**config.mk**
```make
export PLATFORM = sky130hd
export DESIGN_NAME = serial_adder_nbit
export DESIGN_NICKNAME = d
export VERILOG_FILES = /design/src/rtl/serial_adder_nbit.sv
export SDC_FILE = /design/constraint.sdc
export NUM_CORES = 1
export LEC_CHECK = 0
export CORE_MARGIN = 4
export CORE_UTILIZATION = 45
export DETAILED_ROUTE_END_ITERATION = 8
export HOLD_SLACK_MARGIN = 0.1
export PLACE_DENSITY = 0.74
export SLEW_MARGIN = 20
export SYNTH_ARGS = -nofsm -noshare
export SYNTH_HDL_FRONTEND = slang
export SYNTH_SLANG_ARGS = --single-unit
```
**constraint.sdc**
```tcl
create_clock -name clk -period 1.85 [get_ports clk]
set_input_delay 0.37 -clock clk [delete_from_list [all_inputs] [get_ports clk]]
set_output_delay 0.37 -clock clk [all_outputs]
set_load 0.01 [all_outputs]
```
**src/rtl/serial_adder_nbit.sv**
```systemverilog
// ---------------------------------------------------------------------------
// serial_adder_nbit
//
// Purpose:
//   Multi-cycle WIDTH-bit adder: {cout,sum} = a + b + cin.
//   A DIGIT-bit slice adder with a registered carry is iterated N = WIDTH/DIGIT
//   times. Operands enter through a valid/ready handshake, and the result
//   leaves through another one.
//   FSM: IDLE (accept) -> RUN (N slice steps) -> DONE (hold until consumed).
//
// Parameters:
//   WIDTH  operand/sum width in bits (>= 1)
//   DIGIT  bits added per clock; must divide WIDTH exactly
//
// Ports:
//   clk        rising-edge clock
//   rst_n      asynchronous active-low reset
//   in_valid   operands a, b, cin present
//   in_ready   operands can be accepted (high only in IDLE)
//   a, b       WIDTH-bit operands
//   cin        carry in
//   out_valid  sum/cout valid (high only in DONE)
//   out_ready  consumer accepts the result
//   sum        (a+b+cin) mod 2^WIDTH
//   cout       carry out of bit WIDTH-1
//   ovf        signed overflow (present only with SERIAL_ADD_OVF_EN)
//
// Build option:
//   SERIAL_ADD_OVF_EN  when defined, adds the ovf output and latches the
//                      operand sign bits needed to compute it.
// ---------------------------------------------------------------------------
module serial_adder_nbit #(
  parameter int WIDTH = 8,
  parameter int DIGIT = 1
) (
  input  logic             clk,
  input  logic             rst_n,
  input  logic             in_valid,
  output logic             in_ready,
  input  logic [WIDTH-1:0] a,
  input  logic [WIDTH-1:0] b,
  input  logic             cin,
  output logic             out_valid,
  input  logic             out_ready,
  output logic [WIDTH-1:0] sum,
  output logic             cout
`ifdef SERIAL_ADD_OVF_EN
  ,
  output logic             ovf
`endif
);

  localparam int N  = WIDTH / DIGIT;
  localparam int CW = (N > 1) ? $clog2(N) : 1;

  generate
    if (WIDTH < 1 || DIGIT < 1 || (WIDTH % DIGIT) != 0) begin : g_bad_param
      $error("serial_adder_nbit: DIGIT must be >= 1 and divide WIDTH exactly");
    end
  endgenerate

  typedef enum logic [1:0] {
    ST_IDLE = 2'd0,
    ST_RUN  = 2'd1,
    ST_DONE = 2'd2
  } state_t;

  state_t            state_q, state_d;
  logic [WIDTH-1:0]  a_sh_q, a_sh_d;
  logic [WIDTH-1:0]  b_sh_q, b_sh_d;
  logic              carry_q, carry_d;
  logic [CW-1:0]     count_q, count_d;
  logic [WIDTH-1:0]  sum_q, sum_d;
  logic              cout_q, cout_d;
`ifdef SERIAL_ADD_OVF_EN
  logic              a_sign_q, a_sign_d;
  logic              b_sign_q, b_sign_d;
  logic              ovf_q, ovf_d;
`endif

  // Slice adder: low DIGIT bits of both shift registers plus the running carry.
  logic [DIGIT:0]    slice_total;
  logic              last_step;
  logic [WIDTH-1:0]  full_res;

  assign slice_total = {1'b0, a_sh_q[DIGIT-1:0]}
                     + {1'b0, b_sh_q[DIGIT-1:0]}
                     + {{DIGIT{1'b0}}, carry_q};

  assign last_step = (count_q == CW'(N - 1));

  // Result accumulation. Only WIDTH-DIGIT bits need storing: the current slice
  // completes the word, so full_res is the finished sum on the last step.
  generate
    if (N > 1) begin : g_res
      logic [WIDTH-DIGIT-1:0] res_q, res_d;

      assign full_res = {slice_total[DIGIT-1:0], res_q};

      always_comb begin
        res_d = res_q;
        if (state_q == ST_RUN) begin
          // New slice enters from the MSB end; oldest slice moves toward bit 0.
          res_d = full_res[WIDTH-1:DIGIT];
        end
      end

      always_ff @(posedge clk or negedge rst_n) begin
        if (!rst_n) begin
          res_q <= '0;
        end else begin
          res_q <= res_d;
        end
      end
    end else begin : g_nores
      // Single-slice build: the one slice is the whole result.
      assign full_res = slice_total[DIGIT-1:0];
    end
  endgenerate

  // Next-state and datapath control.
  always_comb begin
    state_d = state_q;
    a_sh_d  = a_sh_q;
    b_sh_d  = b_sh_q;
    carry_d = carry_q;
    count_d = count_q;
    sum_d   = sum_q;
    cout_d  = cout_q;
`ifdef SERIAL_ADD_OVF_EN
    a_sign_d = a_sign_q;
    b_sign_d = b_sign_q;
    ovf_d    = ovf_q;
`endif

    case (state_q)
      ST_IDLE: begin
        if (in_valid) begin
          a_sh_d  = a;
          b_sh_d  = b;
          carry_d = cin;
          count_d = '0;
`ifdef SERIAL_ADD_OVF_EN
          a_sign_d = a[WIDTH-1];
          b_sign_d = b[WIDTH-1];
`endif
          state_d = ST_RUN;
        end
      end

      ST_RUN: begin
        a_sh_d  = a_sh_q >> DIGIT;
        b_sh_d  = b_sh_q >> DIGIT;
        carry_d = slice_total[DIGIT];
        count_d = count_q + CW'(1);
        if (last_step) begin
          sum_d   = full_res;
          cout_d  = slice_total[DIGIT];
          count_d = '0;
`ifdef SERIAL_ADD_OVF_EN
          // Like-signed operands producing a differently-signed sum.
          ovf_d   = (a_sign_q == b_sign_q) && (full_res[WIDTH-1] != a_sign_q);
`endif
          state_d = ST_DONE;
        end
      end

      ST_DONE: begin
        if (out_ready) begin
          state_d = ST_IDLE;
        end
      end

      default: begin
        state_d = ST_IDLE;
      end
    endcase
  end

  always_ff @(posedge clk or negedge rst_n) begin
    if (!rst_n) begin
      state_q <= ST_IDLE;
      a_sh_q  <= '0;
      b_sh_q  <= '0;
      carry_q <= 1'b0;
      count_q <= '0;
      sum_q   <= '0;
      cout_q  <= 1'b0;
`ifdef SERIAL_ADD_OVF_EN
      a_sign_q <= 1'b0;
      b_sign_q <= 1'b0;
      ovf_q    <= 1'b0;
`endif
    end else begin
      state_q <= state_d;
      a_sh_q  <= a_sh_d;
      b_sh_q  <= b_sh_d;
      carry_q <= carry_d;
      count_q <= count_d;
      sum_q   <= sum_d;
      cout_q  <= cout_d;
`ifdef SERIAL_ADD_OVF_EN
      a_sign_q <= a_sign_d;
      b_sign_q <= b_sign_d;
      ovf_q    <= ovf_d;
`endif
    end
  end

  assign in_ready  = (state_q == ST_IDLE);
  assign out_valid = (state_q == ST_DONE);
  assign sum       = sum_q;
  assign cout      = cout_q;
`ifdef SERIAL_ADD_OVF_EN
  assign ovf       = ovf_q;
`endif

endmodule
```
* After elaboration in Yosys (flattened, before gate mapping) *
Cells that the tools add are included.

storage, ports and cells
  bits in registers = 38
  bits in latches = 0
  memory bits (writable) = 0
  ROM bits = 0
  bits of input ports = 21
  output and inout bits = 11
  memories = 0

cells by class
  add/subtract/negate cells = 3
  $mul = 0
  div/mod/pow operators = 0
  magnitude comparators = 0
  eq/ne operators = 6
  shift operators = 0
  mux-type cells = 13
  bitwise operators = 0
  reduce and logical (&&, ||, !) cells = 5

operator list
  operator               count
  $pmux W8 S2            2
  $mux W8                2
  $mux W2                3
  $mux W3                2
  $pmux W2 S3            1
  $pmux W3 S2            1
  $ne A2 B2 Y1 const B   2
  $reduce_and A2 Y1      2
  $add A3 B1 Y3 const B  1
  $eq A3 B3 Y1 const B   1
  $reduce_and A3 Y1      1
  $add A1 B1 Y2          1
  $add A2 B1 Y2          1
  $eq A2 B1 Y1 const B   1
  $eq A2 B2 Y1 const B   1
  $logic_not A2 Y1       1
  $ne A2 B1 Y1 const B   1
  $pmux W1 S2            1
  $reduce_bool A2 Y1     1
  $mux W1                1

* Longest topological paths before layout *
Gate-level depths: netlist of run 1.

  depth in word-level cells = 3
  depth in mapped cells = 6

* Least setup slack after synthesis of run 1 *
No wires, ideal clock.

  path kind = flip-flop to flip-flop
  from = register count_q[0]
  to = register cout_q, in the netlist cout
  arrival time = 1.242 ns
  path slack = 0.483 ns
  stages on the path, launching flop included = 5
  buffers on the path = 0
  period minus slack after synthesis = 1.367 ns
  cell sequence = dfrtp_1 ha_1 ha_1 nand2_8 mux2_4

on the way
  cells in the longest elaborated chain, start to end = 2

ends and longest elaborated chain
  element                             RTL line  text
  start: declaration                  72        logic [CW-1:0] count_q, count_d;
  start signal: assignment            199       count_q <= count_d;
  $eq A3 B3 Y1                        90        assign last_step = (count_q == CW'(N - 1));
  $reduce_and A2 Y1 (no source line)  n/a
  end signal: assignment              201       cout_q <= cout_d;
  end: declaration                    74        logic cout_q, cout_d;

No other way between the ends.
A chain may end at the register's enable or synchronous reset.

* Worst setup path after layout of run 1 *
  from = register state_q[0]
  to = output port in_ready

on the way
  cells in the longest elaborated chain, start to end = 1

ends and longest elaborated chain
  element                   RTL line  text
  start: declaration        68        state_t state_q, state_d;
  start signal: assignment  195       state_q <= state_d;
  $logic_not A2 Y1          210       assign in_ready = (state_q == ST_IDLE);
  end: declaration          39        output logic in_ready,

No other way between the ends.

==> impl_metrics.ini, run 1 <==
[logic_synthesis]
synth_cells = 144
syn_nets = 168
synth_edf_count = 0
syn_area_per_cell_um2 = 11.8
synth_cell_types = 25
synth_top_area_share_pct = 55.9
synth_flop_cell = dfrtp_1
async_reset_ff_share_pct = 100
synth.cell_area_um2 = 1700
synth_commonest_cells = 38 x dfrtp_1, 23 x nand2_1, 20 x o22ai_1
ys_warn_count = 0
seq_area_frac_synth_pct = 55.9
yosysTopAreaCell = dfrtp_1
yosysMostFrequentCell = dfrtp_1
synthTopCellsByArea = dfrtp_1 56%, mux2_4 7.9%, o22ai_1 7.4%
synth-seq-cells = 38

[layout]
multi_input_area_um2 = 672
fin_area_um2 = 2160
drive_gt1_share_pct = 15.1
nFillCells = 309
fin_nets = 202
seq_area_um2 = 952
n_antenna_cell = 0
syn_to_final_growth_pct = 26.7

[place]
numPortBuffers = 31
hpwlAfterDp_um = 2580
dpl_cell_area_um2 = 2060
globalplace.congestion = 0.842

[drt]
drc = 0
drtIter0Drc = 61
viasPerCell = 5.34
vias = 1213
wl_per_cell_um = 15.4
drtAntennaViolNets = 0
dr.pass1.iters = 4
wirelength_um = 3500

[clock_network]
cts_num_sinks = 38
cts_setup_buffers = 0
cts_tree = yes
path_clk_slew_ps = 80
htree_num_levels = 2
clockRootBuffer = clkbuf_8
cts-buffers-inserted = 5
clkLatencyLatePin_ps = 290
cts_buffer_depth = 2

[sta]
hold_viol_final = 0
tns_ps = 0
fin_crit_ps = 1560
rsz0062_at_grt = no
slew_violations = 0
setup_viol = 0
timing.slew.headroom_pct = 70.5
period_share_pct = 84.5
clock.fmax_mhz = 639
skew_ps = 5.76
max_slew.worst_pin.slew_ps = 441
holdWs_ps = 387

[die]
pin_count = 32
core_region_area_um2 = 3660
die_x_um = 69.5
die_y_um = 69.5
initial_utilization_pct = 46.5
num_rows = 22
dieArea_um2 = 4830

[critical_path]
slowest_delay_ps = 430
cp_max_fo = 5
worstSetupPathType = register to output port
worstPathArrival_ps = 1190
crit_path_cell_trace = nor2_1 -> dlygate4sd2_1
critPathLaunchType = register
slowest_stage = dfrtp_1
worst_ep_required_time_ps = 1480
critPathCaptureType = output port

[run_status]
status = complete, no violations

[global_routing]
grt_max_degree = 31
antenna_found_initial = 0
grt_pass1_vias = 1301
grt_pass1_wl_um = 6120
grt_util_all_layers_pct = 15.9
gr-total-overflow = 0

[power_and_ir_drop]
ir_drop_mv = 0.768
p_leak_nw = 0.990
p_per_area_nw_per_um2 = 1620

[min_path]
holdCritPathClass = primary input to asynchronous set/reset pin

[run]
cap_violations = 0
-- per-stage QoR --
stage          instances  setup WS [ps]  total power, mW  util, %
6_report             227            286             3.50     58.9
5_1_grt              227            182             3.76     58.9
4_1_cts              227           17.2             3.53     58.8
3_5_place_dp         219            185             2.95     56.2
3_3_place_gp         219            275             2.84     56.2
2_1_floorplan        144            483             2.48        -
-- what timing repair did --
| action | in CTS | in global routing |
|---|---|---|
| pin swaps | 0 | 0 |
| setup endpoints to repair | 1 | 1 |
| cloned | 0 | 0 |
| hold buffers | 0 | 0 |
| resized for setup | 1 | 2 |
-- power by group --
group | switching [mW] | leakage [nW] | internal, mW | total [mW]
sequential | 0.268 | 0.458 | 1.21 | 1.48
combinational | 0.655 | 0.484 | 0.776 | 1.43
clock | 0.290 | 0.0472 | 0.299 | 0.589
total | 1.21 | 0.990 | 2.29 | 3.50
-- cell usage in the layout, fill, tap and decap left out --
cell             instances
a21o_1                   1
nand2_8                  1
o22ai_1                 20
buf_12                   1
nand2b_1                 4
nand3b_1                 2
nor2_4                   1
dlygate4sd2_1            1
inv_1                    2
nor2_1                   3
o221a_1                  2
dlymetal6s2s_1           1
nand2_1                 23
a22o_1                   2
buf_4                    5
nor3_1                   1
mux2_4                   9
ha_1                     2
clkinvlp_4               1
o21ai_0                  5
a21oi_1                  8
fa_1                     1
nor2b_1                  1
clkbuf_8                 6
nor2b_4                  1
clkinv_2                 1
clkdlybuf4s50_1         29
o31ai_1                  1
dfrtp_2                  1
dfrtp_1                 37
a2bb2oi_1                6
-- area by class of cell --
cell class                 count  area share (%)
clock inverter                 2           0.580
sequential                    38            44.2
inverter                       2           0.348
timing repair buffer          37            17.1
clock buffer                   6            3.83
multi-input combinational     94            31.2
tap                           48            2.79
-- worst paths after layout --
path	start	to	slack [ps]	cells after the start
worst min-delay path	rst_n	sum[5]	390	1
worst min register to register	g_res.res_q[0]	g_res.res_q[0]	480	2
min in group clk	g_res.res_q[0]	g_res.res_q[0]	480	2
worst max-delay path	state_q[0]	in_ready	290	2
max in group asynchronous	rst_n	state_q[1]	950	2
worst max register to register	state_q[0]	sum[4]	330	4
-- sequential cells by signal (all words and copies together), names as in the netlist --
name / cells
g_res.res_q: 7
state_q: 2
a_sh_q: 8
count_q: 3
sum: 8
cout: 1
carry_q: 1
b_sh_q: 8
-- routing by layer --
layer	wire, um	vias to the layer above	GRT usage (%)
met5	0	-	0
met4	46	0	4.77
met1	1490	587	19.6
met2	1740	32	25.6
met3	219	7	6.23
li1	-	587	-
-- kinds of logic after synthesis --
group                    share of synthesized area [%]
AO/OA/AOI/OAI                                     17.5
buffers and inverters                             4.63
AND/OR/NAND/NOR                                   11.4
adder cells (fa/ha/maj)                           2.65
multiplexers                                      7.94
flip-flops                                        55.9
-- critical path: cells and delay by family (launching register included) --
family / cells / cell delay, ps
buf+inv: 1 / 300
flops: 1 / 430
simple gates: 1 / 180
Power figures use the tool's default switching activity.
==> run 2, diff against run 1 <==
- PLACE_DENSITY: 0.74 -> 0.76
- clock period: 1.85 -> 1.3 ns (I/O delays scaled with it)
==> impl_metrics.ini, run 2 (same netlist as run 1, synthesis figures left out) <==
[drt]
drtIter0Drc = 109
vias = 1330
dr.pass1.iters = 4
wirelength_um = 4110
drtAntennaViolNets = 0
drc = 0
wl_per_cell_um = 16.9
wl_met1_um = 1630
wl_met2_um = 2150
routed.top_layer = met4
routed-wl-met3_um = 240
viasPerCell = 5.47

[die]
die_x_um = 69.5
dieArea_um2 = 4830
pin_count = 32
initial_utilization_pct = 46.5
die_y_um = 69.5
num_rows = 22
core_region_area_um2 = 3660

[layout]
final_common_cell = dfrtp_1
n_antenna_cell = 0
syn_to_final_growth_pct = 37.0
final_core_util_pct = 63.7
layout.cells.non_filler = 243
drive_gt1_share_pct = 26.7
fin_nets = 218
layout_common_cells = 37 x dfrtp_1, 23 x nand2_1, 20 x clkdlybuf4s50_1, 19 x o22ai_1, 15 x buf_4

[clock_network]
clockRootBuffer = clkbuf_8
cts-buffers-inserted = 5
cts_num_sinks = 38
clkLatencyLatePin_ps = 290
path_clk_slew_ps = 70
htree_num_levels = 2
cts_buffer_depth = 2
ctsHoldBuffers = 0
cts_tree = yes

[sta]
skew_ps = 3.73
clock.fmax_mhz = 742
timing.slew.headroom_pct = 79.2
hold_viol_final = 0
fin_crit_ps = 1350
setup_viol = 12
rsz0062_at_grt = yes
slew_violations = 0
period_share_pct = 104
worst_slack_ps = -47.5
max_slew.worst_pin.slew_ps = 311

[critical_path]
worstPathArrival_ps = 1520
critPathLaunchType = register
worstSetupPathType = register to register
crit_start = state_q[0]
worst_ep_required_time_ps = 1470
r2r-start = state_q[0]
critPathCaptureType = register
cp_max_fo = 8

[run]
cap_violations = 0

[place]
numPortBuffers = 31
globalplace.congestion = 0.845
dp_slack_ps = -186
hpwlAfterDp_um = 2790
dp.cells = 230

[global_routing]
antenna_found_initial = 0
grt_max_degree = 39
grt_util_all_layers_pct = 17.0
gr-total-overflow = 0
grt_pass1_wl_um = 6440
grt_pass1_vias = 1334

[power_and_ir_drop]
p_per_area_nw_per_um2 = 2300
p_total_mw = 5.36
ir_drop_mv = 1.27
p_leak_nw = 1.08

[run_status]
violations = negative setup slack
status = finished with violations

[min_path]
holdCritPathClass = primary input to asynchronous set/reset pin
-- run 2: cell count changes in the layout (fill, tap and decap cells not counted), moves of 2 or more --
cell	before	now
clkdlybuf4s50_1	29	20
dlygate4sd2_1	1	9
buf_6	0	6
nand2b_2	0	2
nand2b_1	4	1
buf_4	5	15
ha_1	2	0
nor2_1	3	1
-- run 2: critical path, stage by stage, from the launching register on --
cell,delay (ps)
dfrtp_2,450
buf_6,150
nor2_1,270
nor2_4,110
o221a_1,250
-- run 2: report_power, final --
part / total, mW / switching [mW] / leakage (nW) / internal [mW]
Clock: 0.827 / 0.400 / 0.0482 / 0.428
Sequential: 2.14 / 0.405 / 0.459 / 1.73
Combinational: 2.40 / 1.08 / 0.577 / 1.32
Total: 5.36 / 1.88 / 1.08 / 3.48
-- run 2: final timing paths --
path / to / slack, ps / cells past startpoint
worst max-delay path: a_sh_q[6] / -50 / 4
worst min-delay path: sum[1] / 340 / 2
worst max register to register: a_sh_q[6] / -50 / 4
worst min register to register: g_res.res_q[0] / 490 / 2
max in group asynchronous: state_q[0] / 760 / 2
min in group clk: g_res.res_q[0] / 490 / 2
-- run 2: layout make-up --
class                           count  area [um^2]
Tap cell                           48         60.1
Sequential cell                    38          952
Inverter                            2         7.51
Clock inverter                      1         5.00
Fill cell                         304         1330
Clock buffer                        7         86.3
Multi-Input combinational cell     94          716
Timing Repair Buffer               53          504
-- run 2: layer usage --
metal,up-vias,GRT usage [%]
met1,634,20.7
met5,-,0
met2,60,28.0
met4,0,6.72
met3,9,5.22
li1,627,-
-- run 2: per-stage QoR --
step	hold WS [ps]	TNS (ps)	instance area [um^2]
2_1_floorplan	-35.6	0	1720
3_3_place_gp	462	-2150	2170
3_5_place_dp	470	-3680	2170
4_1_cts	334	-447	2250
5_1_grt	349	-1030	2330
6_report	340	-410	2330
-- run 2: repair_timing --
action,in CTS,in global routing
pin swaps,1,2
gates resized for setup,17,14
setup buffers,1,5
endpoints found under the setup margin,24,37
